### src/rtl/serializer_gearbox.sv
// Wide-to-narrow serializer: each accepted IN_WIDTH word is emitted as up to RATIO beats.
// Optional one-word input skid register enabled by SERIALIZER_GEARBOX_SKID_EN.
module serializer_gearbox #(
    parameter int OUT_WIDTH = 8,
    parameter int RATIO     = 8,
    parameter bit LSB_FIRST = 1'b1,
    localparam int IN_WIDTH = OUT_WIDTH * RATIO,
    localparam int CNTW     = $clog2(RATIO + 1)
) (
    input  logic                 clk,
    input  logic                 rst,
    input  logic                 in_valid,
    output logic                 in_ready,
    input  logic [IN_WIDTH-1:0]  in_data,
    input  logic [CNTW-1:0]      in_beats,
    input  logic                 in_last,
    output logic                 out_valid,
    input  logic                 out_ready,
    output logic [OUT_WIDTH-1:0] out_data,
    output logic                 out_first,
    output logic                 out_last,
    output logic                 busy
);

    logic [IN_WIDTH-1:0] buf_q, buf_d;
    logic [CNTW-1:0]     rem_q, rem_d;
    logic                last_q, last_d;
    logic                first_q, first_d;

    logic [CNTW-1:0]     beats_eff;
    logic                out_fire;
    logic                can_load;
    logic                accept;
    logic                load_en;
    logic [IN_WIDTH-1:0] src_data;
    logic [CNTW-1:0]     src_beats;
    logic                src_last;

    always_comb begin
        beats_eff = in_beats;
        if (in_beats == '0 || in_beats > CNTW'(RATIO)) beats_eff = CNTW'(RATIO);
    end

    assign out_valid = (rem_q != '0);
    assign out_fire  = out_valid && out_ready;
    // Main register can take a new word at this edge: empty, or its final beat is leaving.
    assign can_load  = (rem_q == '0) || (rem_q == CNTW'(1) && out_ready);

`ifdef SERIALIZER_GEARBOX_SKID_EN
    logic [IN_WIDTH-1:0] skid_data_q, skid_data_d;
    logic [CNTW-1:0]     skid_beats_q, skid_beats_d;
    logic                skid_last_q, skid_last_d;
    logic                skid_full_q, skid_full_d;
    logic                in_ready_q, in_ready_d;

    assign in_ready = in_ready_q;
    assign accept   = in_valid && in_ready_q;
    assign busy     = out_valid || skid_full_q;

    // A full skid always drains first; in_ready is low while it is full, so no accept collides.
    always_comb begin
        src_data     = in_data;
        src_beats    = beats_eff;
        src_last     = in_last;
        skid_data_d  = skid_data_q;
        skid_beats_d = skid_beats_q;
        skid_last_d  = skid_last_q;
        skid_full_d  = skid_full_q;
        if (skid_full_q) begin
            src_data  = skid_data_q;
            src_beats = skid_beats_q;
            src_last  = skid_last_q;
        end
        load_en = can_load && (skid_full_q || accept);
        if (skid_full_q && can_load) begin
            skid_full_d = 1'b0;
        end else if (accept && !can_load) begin
            skid_full_d  = 1'b1;
            skid_data_d  = in_data;
            skid_beats_d = beats_eff;
            skid_last_d  = in_last;
        end
        in_ready_d = !skid_full_d;
    end

    always_ff @(posedge clk or posedge rst) begin
        if (rst) begin
            skid_data_q  <= '0;
            skid_beats_q <= '0;
            skid_last_q  <= 1'b0;
            skid_full_q  <= 1'b0;
            in_ready_q   <= 1'b0;
        end else begin
            skid_data_q  <= skid_data_d;
            skid_beats_q <= skid_beats_d;
            skid_last_q  <= skid_last_d;
            skid_full_q  <= skid_full_d;
            in_ready_q   <= in_ready_d;
        end
    end
`else
    assign in_ready  = can_load;
    assign accept    = in_valid && can_load;
    assign busy      = out_valid;
    assign load_en   = accept;
    assign src_data  = in_data;
    assign src_beats = beats_eff;
    assign src_last  = in_last;
`endif

    always_comb begin
        buf_d   = buf_q;
        rem_d   = rem_q;
        last_d  = last_q;
        first_d = first_q;
        if (load_en) begin
            buf_d   = src_data;
            rem_d   = src_beats;
            last_d  = src_last;
            first_d = 1'b1;
        end else if (out_fire) begin
            rem_d   = rem_q - CNTW'(1);
            first_d = 1'b0;
            buf_d   = LSB_FIRST ? (buf_q >> OUT_WIDTH) : (buf_q << OUT_WIDTH);
        end
    end

    always_ff @(posedge clk or posedge rst) begin
        if (rst) begin
            buf_q   <= '0;
            rem_q   <= '0;
            last_q  <= 1'b0;
            first_q <= 1'b0;
        end else begin
            buf_q   <= buf_d;
            rem_q   <= rem_d;
            last_q  <= last_d;
            first_q <= first_d;
        end
    end

    always_comb begin
        if (LSB_FIRST) out_data = buf_q[OUT_WIDTH-1:0];
        else           out_data = buf_q[IN_WIDTH-1 -: OUT_WIDTH];
    end

    assign out_first = first_q;
    assign out_last  = last_q && (rem_q == CNTW'(1));

`ifndef SYNTHESIS
    property p_in_hold;
        @(posedge clk) disable iff (rst)
        (in_valid && !in_ready) |=>
            (in_valid && $stable(in_data) && $stable(in_beats) && $stable(in_last));
    endproperty
    a_in_hold: assert property (p_in_hold)
        else $error("serializer_gearbox: input dropped or changed while stalled");
`endif

endmodule
### config.mk
export PLATFORM = sky130hd
export DESIGN_NAME = serializer_gearbox
export DESIGN_NICKNAME = d
export VERILOG_FILES = /design/src/rtl/serializer_gearbox.sv
export SDC_FILE = /design/constraint.sdc
export NUM_CORES = 1
export LEC_CHECK = 0
export BUFFER_PORTS_ARGS = -buffer_cell sky130_fd_sc_hd__buf_4
export CELL_PAD_IN_SITES_DETAIL_PLACEMENT = 1
export CELL_PAD_IN_SITES_GLOBAL_PLACEMENT = 2
export CORE_ASPECT_RATIO = 1.5
export CORE_MARGIN = 2
export CORE_UTILIZATION = 28
export DETAILED_ROUTE_END_ITERATION = 8
export GPL_TIMING_DRIVEN = 0
export PLACE_DENSITY = 0.77
export SLEW_MARGIN = 10
export SYNTH_ARGS = -nofsm -noshare
export SYNTH_HDL_FRONTEND = slang
export SYNTH_SLANG_ARGS = --single-unit
### constraint.sdc
create_clock -name clk -period 1.88 [get_ports clk]
set_input_delay 0.188 -clock clk [delete_from_list [all_inputs] [get_ports clk]]
set_output_delay 0.188 -clock clk [all_outputs]
set_load 0.1 [all_outputs]
==> metrics.md, run 1 <==
| Metric | Value |
|---|---|
| Hold crit path type | `input pin to flop` |
| CTS Buffer Depth | `2` |
| Max-capacitance violation count | `0` |
| Comb pwr share | `45.4%` |
| Detail Route Antenna Nets | `0` |
| Die Wd | `92.70 um` |
| Hpwl dp | `7.261 mm` |
| Clock root buffer | `clkbuf_16` |
| Failing checks | `setup timing` |
| Most common cell after layout, fill and taps aside | `nand2_1` |
| TritonRoute pass-1 iters | `4` |
| Synth unique cells | `27` |
| Leakage | `2.254 nW` |
| Hold path depth | `3` |
| Part of the Yosys area used for sequential elements | `53.01%` |
| FF-to-FF path depth | `7` |
| Synth Net Count | `453` |
| Total number of yosys warnings | `0` |
| Placed Area | `4204 um^2` |
| Register bit total from synthesis | `70` |
| Filler cell count | `1339` |
| Share of cells above drive strength 1 | `42.07%` |
| Final min period | `1901 ps` |
| Post-route design area | `5122 um^2` |
| Status | `finished with violations` |
| Final Non-Filler Cells | `642` |
| Reg2reg start | `rem_q[0]` |
| CP delay by family, top | `simple AND/OR/NAND/NOR gates` |
| Power per cell area | `1465 nW/um^2` |
| Clock Pin Slew Worst Setup and Hold Paths | `60 ps` |
| DIE AREA | `12700 um^2` |
| Vias in the first global route | `3370` |
| Dpl cells | `615` |
| Die Y | `137.1 um` |
| Final WL | `10.75 mm` |
| Core area | `11530 um^2` |
| Clk_lat worst skew | `330 ps` |
| Initial antenna violation count | `0` |
| Final setup vio count | `10` |
| Global-route wire length before repair | `16.64 mm` |
| Worst path cell trace | `buf_4, ha_1, a21oi_2, and3b_1, buf_2, nand2_1, a31oi_4` |
| CTS H-tree lvls | `3` |
| Slew HR | `78.08%` |
| I/O Buffers | `85` |
| RSZ-0062 raised after global routing | `true` |
| Slew Limit Fails | `0` |
| Hold wc startpoint | `in_last` |
| Net Switching | `0.003074 W` |
| Hold Path Sink | `last_q` |
| Clock Sink Count | `70` |
| Max Clk Rate | `526.1 MHz` |
| Period utilization | `101.1%` |
| Worst-path fanout max | `10` |
| Critical path class | `flop to flop` |
| Setup ws final | `-20.88 ps` |
| Drt wl/cell | `16.74 um` |
| Total GRT Usage | `17.24%` |
| Worst EP arrival | `2150 ps` |
| DR vias/cell | `4.743` |
| Syn_area_per_cell | `8.742 um^2` |
| Number of diodes | `0` |
| NumNets Final | `562` |
| Area Overhead vs Synth | `55.02%` |
| Via count | `3045` |
| R2R Path End | `buf_q[54]` |
| Fin. Hold Viols | `0` |
| Largest net degree at the start of global routing | `36` |
| Final core occ | `44.42%` |
| # IOs | `86` |
| Worst endpoint required time | `2130 ps` |
| CP max-delay cell | `dfrtp_1` |
| # DRC | `0` |
| Final setup TNS | `-110.1 ps` |
| Num CTS Buffers | `9` |
| Reg2reg setup slack | `-20 ps` |
| CP bufs+invs | `2` |
| P_int | `0.004432 W` |
| Most frequent cells in the layout | `119 x nand2_1, 104 x buf_4, 70 x dfrtp_1` |
| Startpoint types | `flop` |
| Total global routing overflow | `0` |
| Clock power share | `20.7%` |
| DR iter-0 viols | `81` |
| Part of the power in registers | `33.9%` |
| Mapped Area | `3304 um^2` |
| Mapped Cells | `378` |
| GP Congestion | `0.7442` |
| Starting Density | `28.66%` |
| Worst stage delay on the critical path | `420 ps` |
| VDD IR max | `0.5035 mV` |
| Slew @ Worst Pin | `328.8 ps` |
| Max Clock Skew | `3.991 ps` |
| CP endpoint kind | `flop` |
| Cell row count | `48` |
| Sw Ratio | `40.95%` |
| CTS tree | `built` |
worst max path at each step:
stage,start,endpoint,slack [ps],cells past startpoint
floorplan,rem_q[0],out_valid,-100,5
global placement,rem_q[0],buf_q[54],-310,7
detailed placement,rem_q[0],buf_q[54],-350,8
CTS,rem_q[0],rem_q[0],-50,9
global route,rem_q[1],buf_q[39],-110,8
finish,rem_q[0],buf_q[54],-20,7
timing repair:
item	in CTS	in global routing
resized for setup	57	67
setup endpoints to repair	72	71
hold buffers	1	0
buffers inserted	9	1
cloned	4	0
pin swaps	5	4
hold endpoints to repair	5	0
power by group through the flow:
stage / Clock [W] / Combinational, W / Sequential, W
finish: 0.00156 / 0.00341 / 0.00255
global route: 0.00165 / 0.00367 / 0.00263
CTS: 0.00159 / 0.00304 / 0.00250
detailed placement: 0 / 0.00270 / 0.00252
global placement: 0 / 0.00263 / 0.00249
floorplan: 0 / 0.00206 / 0.00244
final cells by class:
class                      instances  area, um^2  share of cell area [%]
sequential                        70        1752                   34.20
timing repair buffer             100       842.1                   16.44
inverter                           4       22.52                  0.4397
clock inverter                     4       22.52                  0.4397
buffer                            35       366.6                   7.157
multi-input combinational        267        1683                   32.85
clock buffer                      12       246.5                   4.812
tap                              150       187.7                   3.664
routing by layer:
metal / wire (um) / part of all wire (%) / up-vias / track usage (%)
li1: - / - / 1485 / -
met1: 4284 / 40 / 1489 / 18.80
met2: 5925 / 55 / 60 / 32.68
met3: 339 / 3.2 / 11 / 3.194
met4: 202 / 1.9 / 0 / 6.699
met5: 0 / 0 / - / 0
worst register-to-register path, stage by stage, from the launching register on:
cell and delay [ps]:
dfrtp_1 420, buf_4 140, ha_1 170, a21oi_2 70, and3b_1 390, buf_2 320
nand2_1 130, a31oi_4 170
synthesized netlist by cell type:
library cell | number | area share (%)
a21oi_1 | 1 | 0.15
a22o_1 | 9 | 2.4
a22oi_1 | 1 | 0.23
a31oi_1 | 57 | 11
and3_1 | 1 | 0.19
and3b_1 | 1 | 0.27
buf_2 | 12 | 1.8
buf_4 | 10 | 2.3
buf_6 | 7 | 2.4
clkbuf_1 | 9 | 1.0
dfrtp_1 | 70 | 53
ha_1 | 2 | 0.76
inv_1 | 4 | 0.45
mux2_4 | 1 | 0.45
mux2i_1 | 2 | 0.61
nand2_1 | 119 | 14
nand2b_1 | 2 | 0.38
nand3b_1 | 1 | 0.23
nor2_1 | 59 | 6.7
nor2b_1 | 1 | 0.19
nor3_1 | 3 | 0.45
nor3b_1 | 1 | 0.23
nor3b_4 | 1 | 0.57
o21a_1 | 1 | 0.23
o22a_1 | 1 | 0.27
o22ai_1 | 1 | 0.19
o31a_1 | 1 | 0.27
stage by stage:
stage	hold WS [ps]	setup slack, ps	power [W]
finish	49.68	-20.88	0.007507
global route	56.64	-114.7	0.007950
CTS	43.87	-52.01	0.007127
detailed placement	134.7	-350.4	0.005216
global placement	382.8	-307.0	0.005120
floorplan	293.4	-101.4	0.004503
kinds of logic after synthesis:
kind of cell	share of synthesized area, %
buffers and inverters	7.951
AND/OR/NAND/NOR	22.72
flip-flops	53.01
AO/OA/AOI/OAI	14.50
adder cells (fa/ha/maj)	0.7572
multiplexers	1.060
flip-flops by register name (all words and copies together) (netlist names):
name / cells
rem_q: 4
buf_q: 64
out_first: 1
last_q: 1
Note: power is estimated with default switching activity, not from simulation.
==> run 2: changes to the inputs <==
Settings changed: MAX_ROUTING_LAYER from default to met4.
==> run 2 against run 1 <==
Net effect: the flow still finishes with violations (setup timing); clock-buffer cell count unchanged; routed wire length about the same; die area stayed put; worst hold slack is essentially flat; first-iteration DRC count decreased by 6.2%; non-clock buffer count unchanged; via count down 0.20%; maximum frequency is 0.60% higher; largest power group unchanged; highest routed layer unchanged.
==> metrics.md, run 2 (same netlist as run 1, synthesis figures left out) <==
| Metric | Value |
|---|---|
| Status | `finished with violations` |
| Failing checks | `setup timing` |
| Leakage | `2.258 nW` |
| Total GRT Usage | `17.76%` |
| Hold wc startpoint | `in_last` |
| Placed Area | `4204 um^2` |
| Total global routing overflow | `0` |
| NumNets Final | `562` |
| Detail Route Antenna Nets | `0` |
| Worst endpoint required time | `2090 ps` |
| Clock Sink Count | `70` |
| Fin Hold WS | `49.75 ps` |
| Largest net degree at the start of global routing | `36` |
| I/O Buffers | `85` |
| Slew HR | `77.67%` |
| VDD IR max | `0.5033 mV` |
| Core area | `11530 um^2` |
| Worst EP arrival | `2100 ps` |
| Clock root buffer | `clkbuf_16` |
| Clk_lat worst skew | `330 ps` |
| Biggest registers after layout | `buf_q (64), rem_q (4)` |
| Area Overhead vs Synth | `55.96%` |
| Period utilization | `100.5%` |
| CTS Buffer Depth | `2` |
| Vias in the first global route | `3369` |
| Most common cell after layout, fill and taps aside | `nand2_1` |
| GP Congestion | `0.7535` |
| DIE AREA | `12700 um^2` |
| Slew Limit Fails | `0` |
| Fin. Hold Viols | `0` |
| Number of diodes | `0` |
| Hold Path Sink | `last_q` |
| Max Clock Skew | `3.478 ps` |
| DR vias/cell | `4.734` |
| Hpwl dp | `7.261 mm` |
| Reg2reg setup slack | `-9 ps` |
| Critical path class | `flop to flop` |
| Power per cell area | `1466 nW/um^2` |
| CP endpoint kind | `flop` |
| Worst stage delay on the critical path | `420 ps` |
| R2R Path End | `buf_q[0]` |
| Reg2reg start | `rem_q[0]` |
| Post-route design area | `5154 um^2` |
| Initial antenna violation count | `0` |
| Worst-path fanout max | `10` |
| CTS tree | `built` |
| Setup ws final | `-9.498 ps` |
| Largest register by flop count | `buf_q` |
| CTS H-tree lvls | `3` |
| TritonRoute pass-1 iters | `4` |
| CP max-delay cell | `dfrtp_1` |
| Starting Density | `28.66%` |
| DR iter-0 viols | `76` |
| RSZ-0062 raised after global routing | `true` |
| Via count | `3039` |
| Cell row count | `48` |
| Startpoint types | `flop` |
| Max-capacitance violation count | `0` |
| Final min period | `1889 ps` |
| CP bufs+invs | `3` |
| CP delay by family, top | `buffers and inverters` |
| Most frequent cells in the layout | `119 x nand2_1, 102 x buf_4, 70 x dfrtp_1` |
| Die Y | `137.1 um` |
| Die Wd | `92.70 um` |
| FF-to-FF path depth | `8` |
| Hold path depth | `3` |
| # IOs | `86` |
| Num CTS Buffers | `9` |
| Largest register FFs | `64` |
| Final WL | `10.75 mm` |
| # DRC | `0` |
| Max Clk Rate | `529.2 MHz` |
| Clock Pin Slew Worst Setup and Hold Paths | `60 ps` |
| Global-route wire length before repair | `16.67 mm` |
| Hold crit path type | `input pin to flop` |
| Worst path cell trace | `buf_4, ha_1, a21oi_2, and3b_1, buf_8, buf_6, nand2_1, a31oi_4` |
| Slew @ Worst Pin | `334.9 ps` |
| Drt wl/cell | `16.74 um` |
| Share of cells above drive strength 1 | `42.68%` |
| Final core occ | `44.69%` |
| Final setup vio count | `6` |
-- run 2: changes by cell type in the layout (fill, tap and decap cells not counted), sizes merged --
| cell | delta |
|---|---|
| buf | -1 |
| clkbuf | +1 |
-- run 2: repair_timing --
action | in CTS | in global routing
cloned | 4 | 0
pin swaps | 5 | 4
resized for setup | 57 | 69
endpoints found under the hold margin | 5 | 0
endpoints found under the setup margin | 72 | 71
hold buffers | 1 | 0
buffers inserted | 9 | 1
-- run 2: worst register-to-register path: cells and delay by family (launching register included) --
kind	cells	cell delay, ps
buffers and inverters	3	490
DFF	1	420
and+or+nand+nor	2	400
AOI/OAI and AO/OA	2	240
adders and majority gates	1	210
-- run 2: stage by stage --
| stage | TNS (ps) | std cells | worst slack, ps | power [W] |
|---|---|---|---|---|
| after floorplan | -101.4 | 378 | -101.4 | 0.004503 |
| after global placement | -12400 | 613 | -307.0 | 0.005120 |
| after detailed placement | -15130 | 615 | -350.4 | 0.005216 |
| after CTS | -291.4 | 642 | -52.01 | 0.007127 |
| after global routing | -5037 | 642 | -115.9 | 0.007999 |
| final | -35.87 | 642 | -9.498 | 0.007555 |
-- run 2: where the power goes --
group | leakage [nW] | switching, W | internal [W]
combinational | 1.32 | 0.00202 | 0.00142
sequential | 0.801 | 0.000444 | 0.00211
clock | 0.132 | 0.000636 | 0.000923
-- run 2: how the worst max path moves through the flow --
stage | from | to | slack [ps] | cells past startpoint
after floorplan | rem_q[0] | out_valid | -100 | 5
after global placement | rem_q[0] | buf_q[54] | -310 | 7
after detailed placement | rem_q[0] | buf_q[54] | -350 | 8
after CTS | rem_q[0] | rem_q[0] | -50 | 9
after global routing | rem_q[1] | buf_q[39] | -120 | 8
final | rem_q[0] | buf_q[0] | -9 | 8
-- run 2: cell type report --
cell class | instances | area [um^2]
tap | 150 | 187.7
timing repair buffer | 100 | 842.1
inverter | 4 | 22.52
buffer | 35 | 369.1
clock inverter | 4 | 22.52
clock buffer | 12 | 246.5
multi-input combinational | 267 | 1712
sequential | 70 | 1752
fill | 1340 | 6377
-- run 2: layer usage --
metal  part of all wire [%]  track usage (%)  up-vias
li1                       -                -     1486
met3                    3.0            3.249       11
met1                     40            18.91     1482
met4                    2.0            6.454        0
met5                      0                -        -
met2                     55            32.73       60
==> run 3: changes to the inputs <==
Settings changed: PLACE_DENSITY 0.77 to 0.85.
==> run 3 against run 2 <==
Net effect: the flow still finishes with violations (setup timing); non-clock buffer count grew 4; routed wire length fell by 2.3%; die area unchanged; highest routed layer unchanged; sequential share of layout area grew 0.73 points.
==> metrics.md, run 3 (same netlist as run 1, synthesis figures left out) <==
| Metric | Value |
|---|---|
| Status | `finished with violations` |
| Failing checks | `setup timing` |
| DR vias/cell | `4.798` |
| Setup ws final | `-79.20 ps` |
| Via count | `3095` |
| Max Clock Skew | `7.629 ps` |
| Largest register FFs | `64` |
| Final WL | `10.50 mm` |
| Drt wl/cell | `16.28 um` |
| Hold wc startpoint | `in_last` |
| Hpwl dp | `7.450 mm` |
| Largest register by flop count | `buf_q` |
| CTS H-tree lvls | `3` |
| CP endpoint kind | `output pin` |
| CTS Buffer Depth | `2` |
| # DRC | `0` |
| TritonRoute pass-1 iters | `4` |
| Worst EP arrival | `1770 ps` |
| Core area | `11530 um^2` |
| Vias in the first global route | `3355` |
| Slew @ Worst Pin | `629.3 ps` |
| Initial antenna violation count | `0` |
| Slew HR | `57.96%` |
| Global-route wire length before repair | `16.55 mm` |
| I/O Buffers | `85` |
| DR top layer | `met4` |
| Hold crit path type | `input pin to flop` |
| CTS tree | `built` |
| Area of the multi-input gates | `1520 um^2` |
| Final setup vio count | `8` |
| Share of cells above drive strength 1 | `42.02%` |
| Worst endpoint required time | `1690 ps` |
| M1 WL | `4.186 mm` |
| Area Overhead vs Synth | `52.67%` |
| Most frequent cells in the layout | `117 x nand2_1, 104 x buf_4, 70 x dfrtp_1` |
| Metal3 WL | `386 um` |
| Detail Route Antenna Nets | `0` |
| Clock Sink Count | `70` |
| Seq. cell area | `1752 um^2` |
| Period utilization | `104.2%` |
| Cell row count | `48` |
| Filler cell count | `1360` |
| Num CTS Buffers | `9` |
| Fin. Hold Viols | `0` |
| Dpl cells | `615` |
| Total GRT Usage | `17.31%` |
| Power per cell area | `1496 nW/um^2` |
| Final Non-Filler Cells | `645` |
| Met2 wire len | `5.730 mm` |
| GP Congestion | `0.7663` |
| Leakage | `2.264 nW` |
| RSZ-0062 raised after global routing | `true` |
| DIE AREA | `12700 um^2` |
| # IOs | `86` |
| Max Clk Rate | `510.4 MHz` |
| DR iter-0 viols | `105` |
| Startpoint types | `flop` |
| Die Wd | `92.70 um` |
| NumNets Final | `565` |
| Worst Setup SP | `rem_q[1]` |
| Place WS | `-343.7 ps` |
| Total global routing overflow | `0` |
| Final min period | `1959 ps` |
| Starting Density | `28.66%` |
| Number of diodes | `0` |
| Clk_lat worst skew | `340 ps` |
| Final Power | `0.007547 W` |
| Most common cell after layout, fill and taps aside | `nand2_1` |
| Clock Pin Slew Worst Setup and Hold Paths | `60 ps` |
| Biggest registers after layout | `buf_q (64), rem_q (4)` |
| Critical path class | `flop to output pin` |
| VDD IR max | `0.6326 mV` |
| Die Y | `137.1 um` |
| Worst-path fanout max | `3` |
| Reg2reg start | `rem_q[1]` |
| Largest net degree at the start of global routing | `26` |
| Max-capacitance violation count | `0` |
| Slew Limit Fails | `0` |
| Clock root buffer | `clkbuf_16` |
==> run 3: layer usage <==
layer	GRT usage, %	vias up
li1	-	1490
met1	18.48	1519
met2	31.71	72
met3	2.974	14
met4	6.863	0
met5	-	-
==> run 3: stage by stage <==
stage / utilization [%] / hold WS, ps / TNS (ps) / area [um^2]
after floorplan: - / 293.4 / -101.4 / 3338
after global placement: 36.11 / 383.5 / -10210 / 4164
after detailed placement: 36.52 / 314.3 / -13060 / 4212
after CTS: 40.85 / 37.30 / -82.19 / 4711
after global routing: 43.75 / 61.95 / -2214 / 5045
final: 43.75 / 46.04 / -214.7 / 5045
==> run 3: final cells by class <==
| cell class | instances | area share, % |
|---|---|---|
| flip-flops and latches | 70 | 34.72 |
| repair buffers | 102 | 17.36 |
| multi-input cells | 266 | 30.13 |
| inverters | 4 | 0.4464 |
| plain buffers | 37 | 7.614 |
| well taps | 150 | 3.720 |
| clock inverters | 3 | 0.8433 |
| clock buffers | 13 | 5.159 |
==> run 3: path summary, 6_finish.rpt <==
check	endpoint	slack (ps)	cells after the start
max	out_valid	-80	7
min	last_q	50	3
max reg2reg	buf_q[32]	-40	8
min reg2reg	last_q	470	2
min in group asynchronous	last_q	490	3
max in group asynchronous	buf_q[42]	860	4
==> run 3: worst max-delay path, cell delays in order (launching register included) <==
cell        delay, ps
dfrtp_1           400
inv_2             110
ha_4              160
nor3b_4           240
buf_6             150
clkinvlp_4         90
buf_12            130
buf_12            150
==> run 3: repair_timing <==
| item | in CTS | in global routing |
|---|---|---|
| resized for setup | 28 | 106 |
| pin swaps | 3 | 1 |
| gates cloned | 2 | 0 |
| hold buffers | 1 | 0 |
| buffers inserted | 7 | 5 |
| endpoints found under the hold margin | 22 | 0 |
| endpoints found under the setup margin | 71 | 70 |
==> run 3: power by group <==
| part | total, W | internal [W] | switching (W) |
|---|---|---|---|
| clock | 0.00174 | 0.00110 | 0.000643 |
| combinational | 0.00322 | 0.00133 | 0.00188 |
| sequential | 0.00259 | 0.00211 | 0.000481 |
